### src/rtl/i2c_bit_ctrl.sv
// Bit-level I2C sequencer: START/STOP/WRITE/READ, each as four timer-paced quarter phases.
// Optional clock stretching is enabled by defining I2C_CLK_STRETCH_EN.
module i2c_bit_ctrl #(
    parameter int unsigned SIZE = 8
) (
    input  logic            Clk,
    input  logic            Rst,
    input  logic [2:0]      Cmd,
    input  logic            CmdValid,
    output logic            CmdReady,
    input  logic [SIZE-1:0] Divider,
    input  logic            DinBit,
    output logic            DoutBit,
    output logic            Done,
    output logic            ArbLost,
    output logic            Busy,
    input  logic            SclIn,
    input  logic            SdaIn,
    output logic            SclOe,
    output logic            SdaOe,
    output logic            TmrStart,
    output logic            TmrStop,
    output logic [SIZE-1:0] TmrTicks,
    input  logic            TmrOut
);

    localparam logic [2:0] CMD_START = 3'b001;
    localparam logic [2:0] CMD_STOP  = 3'b010;
    localparam logic [2:0] CMD_WRITE = 3'b011;
    localparam logic [2:0] CMD_READ  = 3'b100;

    typedef enum logic [2:0] {
        IDLE = 3'd0,
        PH_A = 3'd1,
        PH_B = 3'd2,
        PH_C = 3'd3,
        PH_D = 3'd4
    } state_t;

    state_t     state;
    state_t     nxt_phase;
    logic [2:0] cmd_q;
    logic       din_q;
    logic       arb_hit;
    logic       is_bus_cmd;

    // Open-drain enables {sda_oe, scl_oe} for a command in a given phase; 1 = pull low.
    function automatic logic [1:0] line_oe(input logic [2:0] cmd, input state_t ph,
                                           input logic din, input logic scl_prev);
        logic [1:0] oe;
        oe = 2'b00;
        case (cmd)
            CMD_START: begin
                case (ph)
                    PH_A:    oe = {1'b0, scl_prev};
                    PH_B:    oe = 2'b00;
                    PH_C:    oe = 2'b10;
                    PH_D:    oe = 2'b11;
                    default: oe = 2'b00;
                endcase
            end
            CMD_STOP: begin
                case (ph)
                    PH_A:    oe = 2'b11;
                    PH_B:    oe = 2'b10;
                    default: oe = 2'b00;
                endcase
            end
            CMD_WRITE, CMD_READ: begin
                oe[1] = (cmd == CMD_WRITE) ? ~din : 1'b0;
                oe[0] = (ph == PH_A) || (ph == PH_D);
            end
            default: oe = 2'b00;
        endcase
        return oe;
    endfunction

    always_comb begin
        nxt_phase = IDLE;
        case (state)
            PH_A:    nxt_phase = PH_B;
            PH_B:    nxt_phase = PH_C;
            PH_C:    nxt_phase = PH_D;
            default: nxt_phase = IDLE;
        endcase
    end

    assign is_bus_cmd = (Cmd == CMD_START) || (Cmd == CMD_STOP) ||
                        (Cmd == CMD_WRITE) || (Cmd == CMD_READ);

    // SDA released by us but seen low at the end of a sampling phase means another master won.
    assign arb_hit = TmrOut && !SdaIn &&
                     (((cmd_q == CMD_WRITE) && din_q && ((state == PH_B) || (state == PH_C))) ||
                      ((cmd_q == CMD_STOP) && (state == PH_C)));

`ifndef I2C_CLK_STRETCH_EN
    logic unused_scl_in;
    assign unused_scl_in = SclIn;
`endif

    always_ff @(posedge Clk) begin
        if (Rst) begin
            state    <= IDLE;
            cmd_q    <= 3'b000;
            din_q    <= 1'b0;
            SclOe    <= 1'b0;
            SdaOe    <= 1'b0;
            CmdReady <= 1'b0;
            Busy     <= 1'b0;
            Done     <= 1'b0;
            ArbLost  <= 1'b0;
            DoutBit  <= 1'b0;
            TmrStart <= 1'b0;
            TmrStop  <= 1'b1;
            TmrTicks <= '0;
        end else begin
            Done     <= 1'b0;
            ArbLost  <= 1'b0;
            TmrStart <= 1'b0;
            case (state)
                IDLE: begin
                    CmdReady <= 1'b1;
                    Busy     <= 1'b0;
                    TmrStop  <= 1'b1;
                    if (CmdValid && CmdReady) begin
                        if (is_bus_cmd) begin
                            state          <= PH_A;
                            cmd_q          <= Cmd;
                            din_q          <= DinBit;
                            TmrTicks       <= (Divider == '0) ? SIZE'(1) : Divider;
                            TmrStart       <= 1'b1;
                            TmrStop        <= 1'b0;
                            CmdReady       <= 1'b0;
                            Busy           <= 1'b1;
                            {SdaOe, SclOe} <= line_oe(Cmd, PH_A, DinBit, SclOe);
                        end else begin
                            Done <= 1'b1;
                        end
                    end
                end
                PH_A, PH_B, PH_C, PH_D: begin
`ifdef I2C_CLK_STRETCH_EN
                    // A slave holding SCL low while we release it freezes the phase timer.
                    TmrStop <= !SclOe && !SclIn;
`else
                    TmrStop <= 1'b0;
`endif
                    if (TmrOut) begin
                        if ((state == PH_B) && (cmd_q == CMD_READ)) begin
                            DoutBit <= SdaIn;
                        end
                        if (arb_hit) begin
                            state    <= IDLE;
                            ArbLost  <= 1'b1;
                            SclOe    <= 1'b0;
                            SdaOe    <= 1'b0;
                            Busy     <= 1'b0;
                            CmdReady <= 1'b1;
                            TmrStop  <= 1'b1;
                        end else if (state == PH_D) begin
                            state    <= IDLE;
                            Done     <= 1'b1;
                            Busy     <= 1'b0;
                            CmdReady <= 1'b1;
                            TmrStop  <= 1'b1;
                        end else begin
                            state          <= nxt_phase;
                            TmrStart       <= 1'b1;
                            {SdaOe, SclOe} <= line_oe(cmd_q, nxt_phase, din_q, SclOe);
                        end
                    end
                end
                default: begin
                    state    <= IDLE;
                    SclOe    <= 1'b0;
                    SdaOe    <= 1'b0;
                    Busy     <= 1'b0;
                    CmdReady <= 1'b1;
                    TmrStop  <= 1'b1;
                end
            endcase
        end
    end

endmodule

### config.mk
export PLATFORM = sky130hd
export DESIGN_NAME = i2c_bit_ctrl
export DESIGN_NICKNAME = d
export VERILOG_FILES = /design/src/rtl/i2c_bit_ctrl.sv
export SDC_FILE = /design/constraint.sdc
export NUM_CORES = 1
export LEC_CHECK = 0
export BUFFER_PORTS_ARGS = -buffer_cell sky130_fd_sc_hd__buf_4
export CAP_MARGIN = 25
export CORE_MARGIN = 2
export CORE_UTILIZATION = 50
export DETAILED_ROUTE_END_ITERATION = 10
export PLACE_DENSITY = 0.77
export SYNTH_ARGS = -nofsm -noshare
export SYNTH_HDL_FRONTEND = slang
export SYNTH_SLANG_ARGS = --single-unit
### constraint.sdc
create_clock -name Clk -period 2.18 [get_ports Clk]
set_input_delay 0.436 -clock Clk [delete_from_list [all_inputs] [get_ports Clk]]
set_output_delay 0.436 -clock Clk [all_outputs]
set_load 0.03 [all_outputs]
# After elaboration in Yosys (flattened, before gate mapping)
# Cells that the tools add are included.
# Widths: inputs -> output; s select.
[word_totals]
output_inout_bits = 17
regBits = 24
input_bits = 18
elab_cells = 117
[op_classes]
bitwise_logic = 4
reduce_logical = 26
n_mux = 51
eq_ne = 23
[ops]
columns = ["op", "count"]
rows = [
  ["$mux 1", 32],
  ["$eq 3x2->1 const B", 8],
  ["$pmux 2 s3", 3],
  ["$mux 3", 5],
  ["$pmux 1 s2", 7],
  ["$eq 3x1->1 const B", 4],
  ["$eq 3x3->1 const B", 4],
  ["$pmux 3 s3", 1],
  ["$reduce_and 3->1", 3],
  ["$logic_not 8->1", 1],
  ["$mux 8", 1],
  ["$ne 2x2->1 const B", 4],
  ["$logic_and 1x1->1", 7],
  ["$logic_or 1x1->1", 6],
  ["$ne 3x3->1 const B", 2],
  ["$pmux 3 s2", 1],
  ["$reduce_and 6->1", 1],
  ["$ne 4x4->1 const B", 1],
  ["$not 1->1", 4],
  ["$pmux 2 s2", 1],
  ["$reduce_and 4->1", 1],
  ["$reduce_or 2->1", 2],
  ["$reduce_or 4->1", 1],
  ["$logic_not 3->1", 1],
  ["3 further kinds", 3],
]

# Logic depth before layout (Yosys ltp)
[logic_depth]
depth_word = 9
mapped_depth = 7
ltp_nobuf = 4

# Worst setup path after synthesis
# Ideal clock, no wire load.
[synth_path]
kind = "input to register"
from = "in TmrOut"
to = "reg TmrStop"
setup_ps = 123
slack_ps = 347
cell_stages = 5
n_path_buf = 1
arrival_ps = 1709
required_time_ps = 2057
cell_sequence = "or4b_2 > clkbuf_1 > o21ai_0 > a21oi_1 > or2_2"
[synth_via]
elab_chain_len = 5
[synth_rtl]
columns = ["element", "line", "rtl"]
rows = [
  ["start, declared", "24", "input logic TmrOut"],
  ["$logic_and 1x1->1 (2 in series)", "92", "assign arb_hit = TmrOut && !SdaIn &&"],
  ["$mux 1", "152", "if (arb_hit) begin"],
  ["$mux 1 (*)", "148", "if (TmrOut) begin"],
  ["$pmux 1 s2 (*)", "120", "case (state)"],
  ["end signal, assigned", "124", "TmrStop <= 1'b1;"],
  ["end signal, assigned", "146", "TmrStop <= 1'b0;"],
  ["end signal, assigned", "159", "TmrStop <= 1'b1;"],
  ["end, declared", "22", "output logic TmrStop,"],
]
# Every way passes the cells marked *; elsewhere a longest branch is shown, timed or not.
# A chain may end at the register's enable or synchronous reset.

# Final worst setup path
[layout_path]
from = "reg state[1]"
to = "reg TmrTicks[0]"
[layout_via]
elab_chain_len = 2
[layout_rtl]
columns = ["element", "line", "rtl"]
rows = [
  ["start, declared", "40", "state_t state;"],
  ["start signal, assigned", "167", "state <= nxt_phase;"],
  ["$logic_not 3->1", "120", ""],
  ["$reduce_and 3->1 (no line)", "n/a", ""],
  ["end signal, assigned", "130", "TmrTicks <= (Divider == '0) ? SIZE'(1) : Divider;"],
  ["end, declared", "23", "output logic [SIZE-1:0] TmrTicks,"],
]
# Every way passes these cells.

==> results.md <==
- Fraction of the yosys area taken by sequential cells: 0.398
- CP Capture Point: TmrTicks[0]
- Clock skew: ~3.7 ps
- HP Class: in -> reg
- Clk slew on worst S/H paths: 140 ps
- Worst Path Arrival: between 2000 and 2500 ps
- Crit path from: state[1]
- Syn avg cell area: between 8 and 9 um2
- Util after Layout: 0.681
- Mapped cell area: ~1200 um2
- Drt drc: 0
- CP cell instances: or3_4, or4_1, buf_4, nor3_1, nor3_1
- Die area: 2830 um2
- Setup repair bufs after CTS: 0
- FMAX: ~520 MHz
- Pwr Density: slightly below 1000 nW/um2
- Final setup fails: 0
- Setup crit start kind: register
- Wire length per cell: ~14 um
- Ratio of cells with drive above 1 in the final layout: 0.287
- DRT Pass-1 Iters: 4
- First-pass GRT wire length: just under 5 mm
- Layout area overhead: 27.1%
- R2R Path Start: state[1]
- Number of vias per cell: 5.88
- CP Capture Type: register
- R2r setup slk: about 240 ps
- Syn Nets: ~170
- Top-count cell post-synth: nand2_1
- Async S/R FF share, synth: 0
- PortBufs: 33
- Slack of the critical path: approximately 240 ps
- Mapped Cells: 150
- Htree depth: 1
- Post-route ant nets: 0
- I/O pins: 35
- Fin. Hold Viols: 0
- Worst reg2reg endpoint: TmrTicks[0]
- Period utilization: 0.889
- Crit path kind: reg -> reg
- Total track usage: 0.231
- CP max-delay cell: dfxtp_1
- Max Slew Vio Count: 0
- Clock latency at the later pin of the worst-skew pair: between 300 and 400 ps
- Hpwl dp: ~2.2 mm
- Synthesis warning total: 0
- VDD IR max: 0.586 mV
- Via count: ~1,200
- Final net count: 200
- Max-Cap Viols: 0
- Core Box Area: roughly 2300 um2
- Fin Setup TNS: 0 ps
- CTS tree: yes
- # clock sinks: 24
- RSZ-0062 raised after global routing: no
- Status: finished, final reports clean
- Largest net degree at the start of global routing: 27
- CTS resizes: 0
- Initial antenna violation count: 0
- Num CTS Buffers: 3
- Least-Margin Pin Slew: between 300 and 400 ps
- Share of the synthesized area in the top cell type: 0.398
- Count of flip-flops with a built-in enable after synthesis: 0
- RePlAce Congestion: 0.851
- DRT iter0 DRCs: 20
- Total power: roughly 1.5 mW
- Largest area contributor in the netlist: dfxtp_1
- Critical Path Max Stage Delay: about 450 ps
- Die Width: about 53 um
- Leakage power figure: 0.594 nW
- Top cells by area, synth: dfxtp_1, nand2_1, a21oi_1, nor3_1, clkbuf_1
- DRT Wirelength: slightly below 3 mm
- Pre-CTS setup slack: 264 ps
- Total gr overflow: 0
- Antenna Cells: 0
- Yosys reg bits: 24
- Synth top cells by count: nand2_1, dfxtp_1, a21oi_1
- Initial core utilization: 0.536
- Cell Rows: 17
- Worst reg-to-reg path cell count: 5
- Slew headroom: 0.740
- Netlist cell types: 41
- DIE HEIGHT: approximately 53 um
- Most used cell, CP: nor3_1
- Crit path required time: roughly 2400 ps
- Top FF cell, synth: dfxtp_1
- Via count of the first global-routing pass: 1,112
- Clock period minus worst slack: around 1900 ps
- Buffer levels on the longest clock path: 2
- Max FO, Critical Path: 14
- Cts hold-fix bufs: 0
- Clock Root Buffer: clkbuf_4
[logic make-up after synthesis]
family | Yosys count | share of synthesized area
compound gates | 38 | 0.204
simple gates | 69 | 0.315
mux | 3 | 0.0259
buf+inv | 16 | 0.0580
flops | 24 | 0.398
[power breakdown]
group	total, mW	internal (mW)	switching (mW)
logic	0.579	0.254	0.325
registers	0.573	0.508	0.0642
clock network	0.325	0.186	0.139
[how the worst min path moves through the flow]
stage                      from          end  depth (start not counted)
floorplan                 din_q        din_q                          2
global route         Divider[7]  TmrTicks[7]                          3
global placement    TmrTicks[7]  TmrTicks[7]                          2
CTS                  Divider[7]  TmrTicks[7]                          3
finish               Divider[7]  TmrTicks[7]                          3
detailed placement  TmrTicks[7]  TmrTicks[7]                          2
[area by class of cell]
type,instances,area (um2)
clock inverter,1,30.0
timing repair buffer,38,285
inverter,5,18.8
fill,204,718
tap,28,35.0
sequential,24,480
clock buffer,3,22.5
multi-input combinational,110,664
[registers in the layout, summed over array words and instances, names as in the netlist]
signal / flops
TmrTicks: 8
cmd_q: 3
state: 3
ArbLost: 1
Busy: 1
CmdReady: 1
Done: 1
DoutBit: 1
SclOe: 1
SdaOe: 1
TmrStart: 1
TmrStop: 1
din_q: 1
[routing by layer]
layer | GRT usage | vias up | wire (um)
met2 | 0.390 | 42 | 1410
met4 | 0.0983 | 0 | 32
met5 | 0 | - | 0
li1 | - | 609 | -
met3 | 0.0395 | 4 | 159
met1 | 0.289 | 574 | 1360
[critical path: cells and delay by family (launching register included)]
| kind | cells | cell delay, ps |
|---|---|---|
| buffers and inverters | 1 | 210 |
| flip-flops | 1 | 450 |
| AND/OR/NAND/NOR | 4 | 1170 |
[metrics by stage]
stage | instances | hold slack, ps | instance area [um2]
2_1_floorplan | 150 | 455 | 1210
5_1_grt | 209 | 349 | 1540
3_5_place_dp | 205 | 445 | 1480
3_3_place_gp | 205 | 440 | 1480
6_report | 209 | 361 | 1540
4_1_cts | 209 | 354 | 1540
[cell usage in the layout (no fill, tap or decap), drive strengths merged, types with 2 or more instances in the layout]
master	n
a311oi	3
inv	5
o221ai	2
or4b	2
nand4b	2
or4	2
nand4	2
or3	2
buf	38
nor2	5
nor3b	2
a211oi	4
nand3	4
o21ai	4
o21a	3
dfxtp	24
clkbuf	3
nor3	7
or2	2
a21oi	17
nand2b	2
nor4bb	2
nor4	2
nor2b	2
nand2	26
mux2i	2
(Power assumes the default switching activity.)
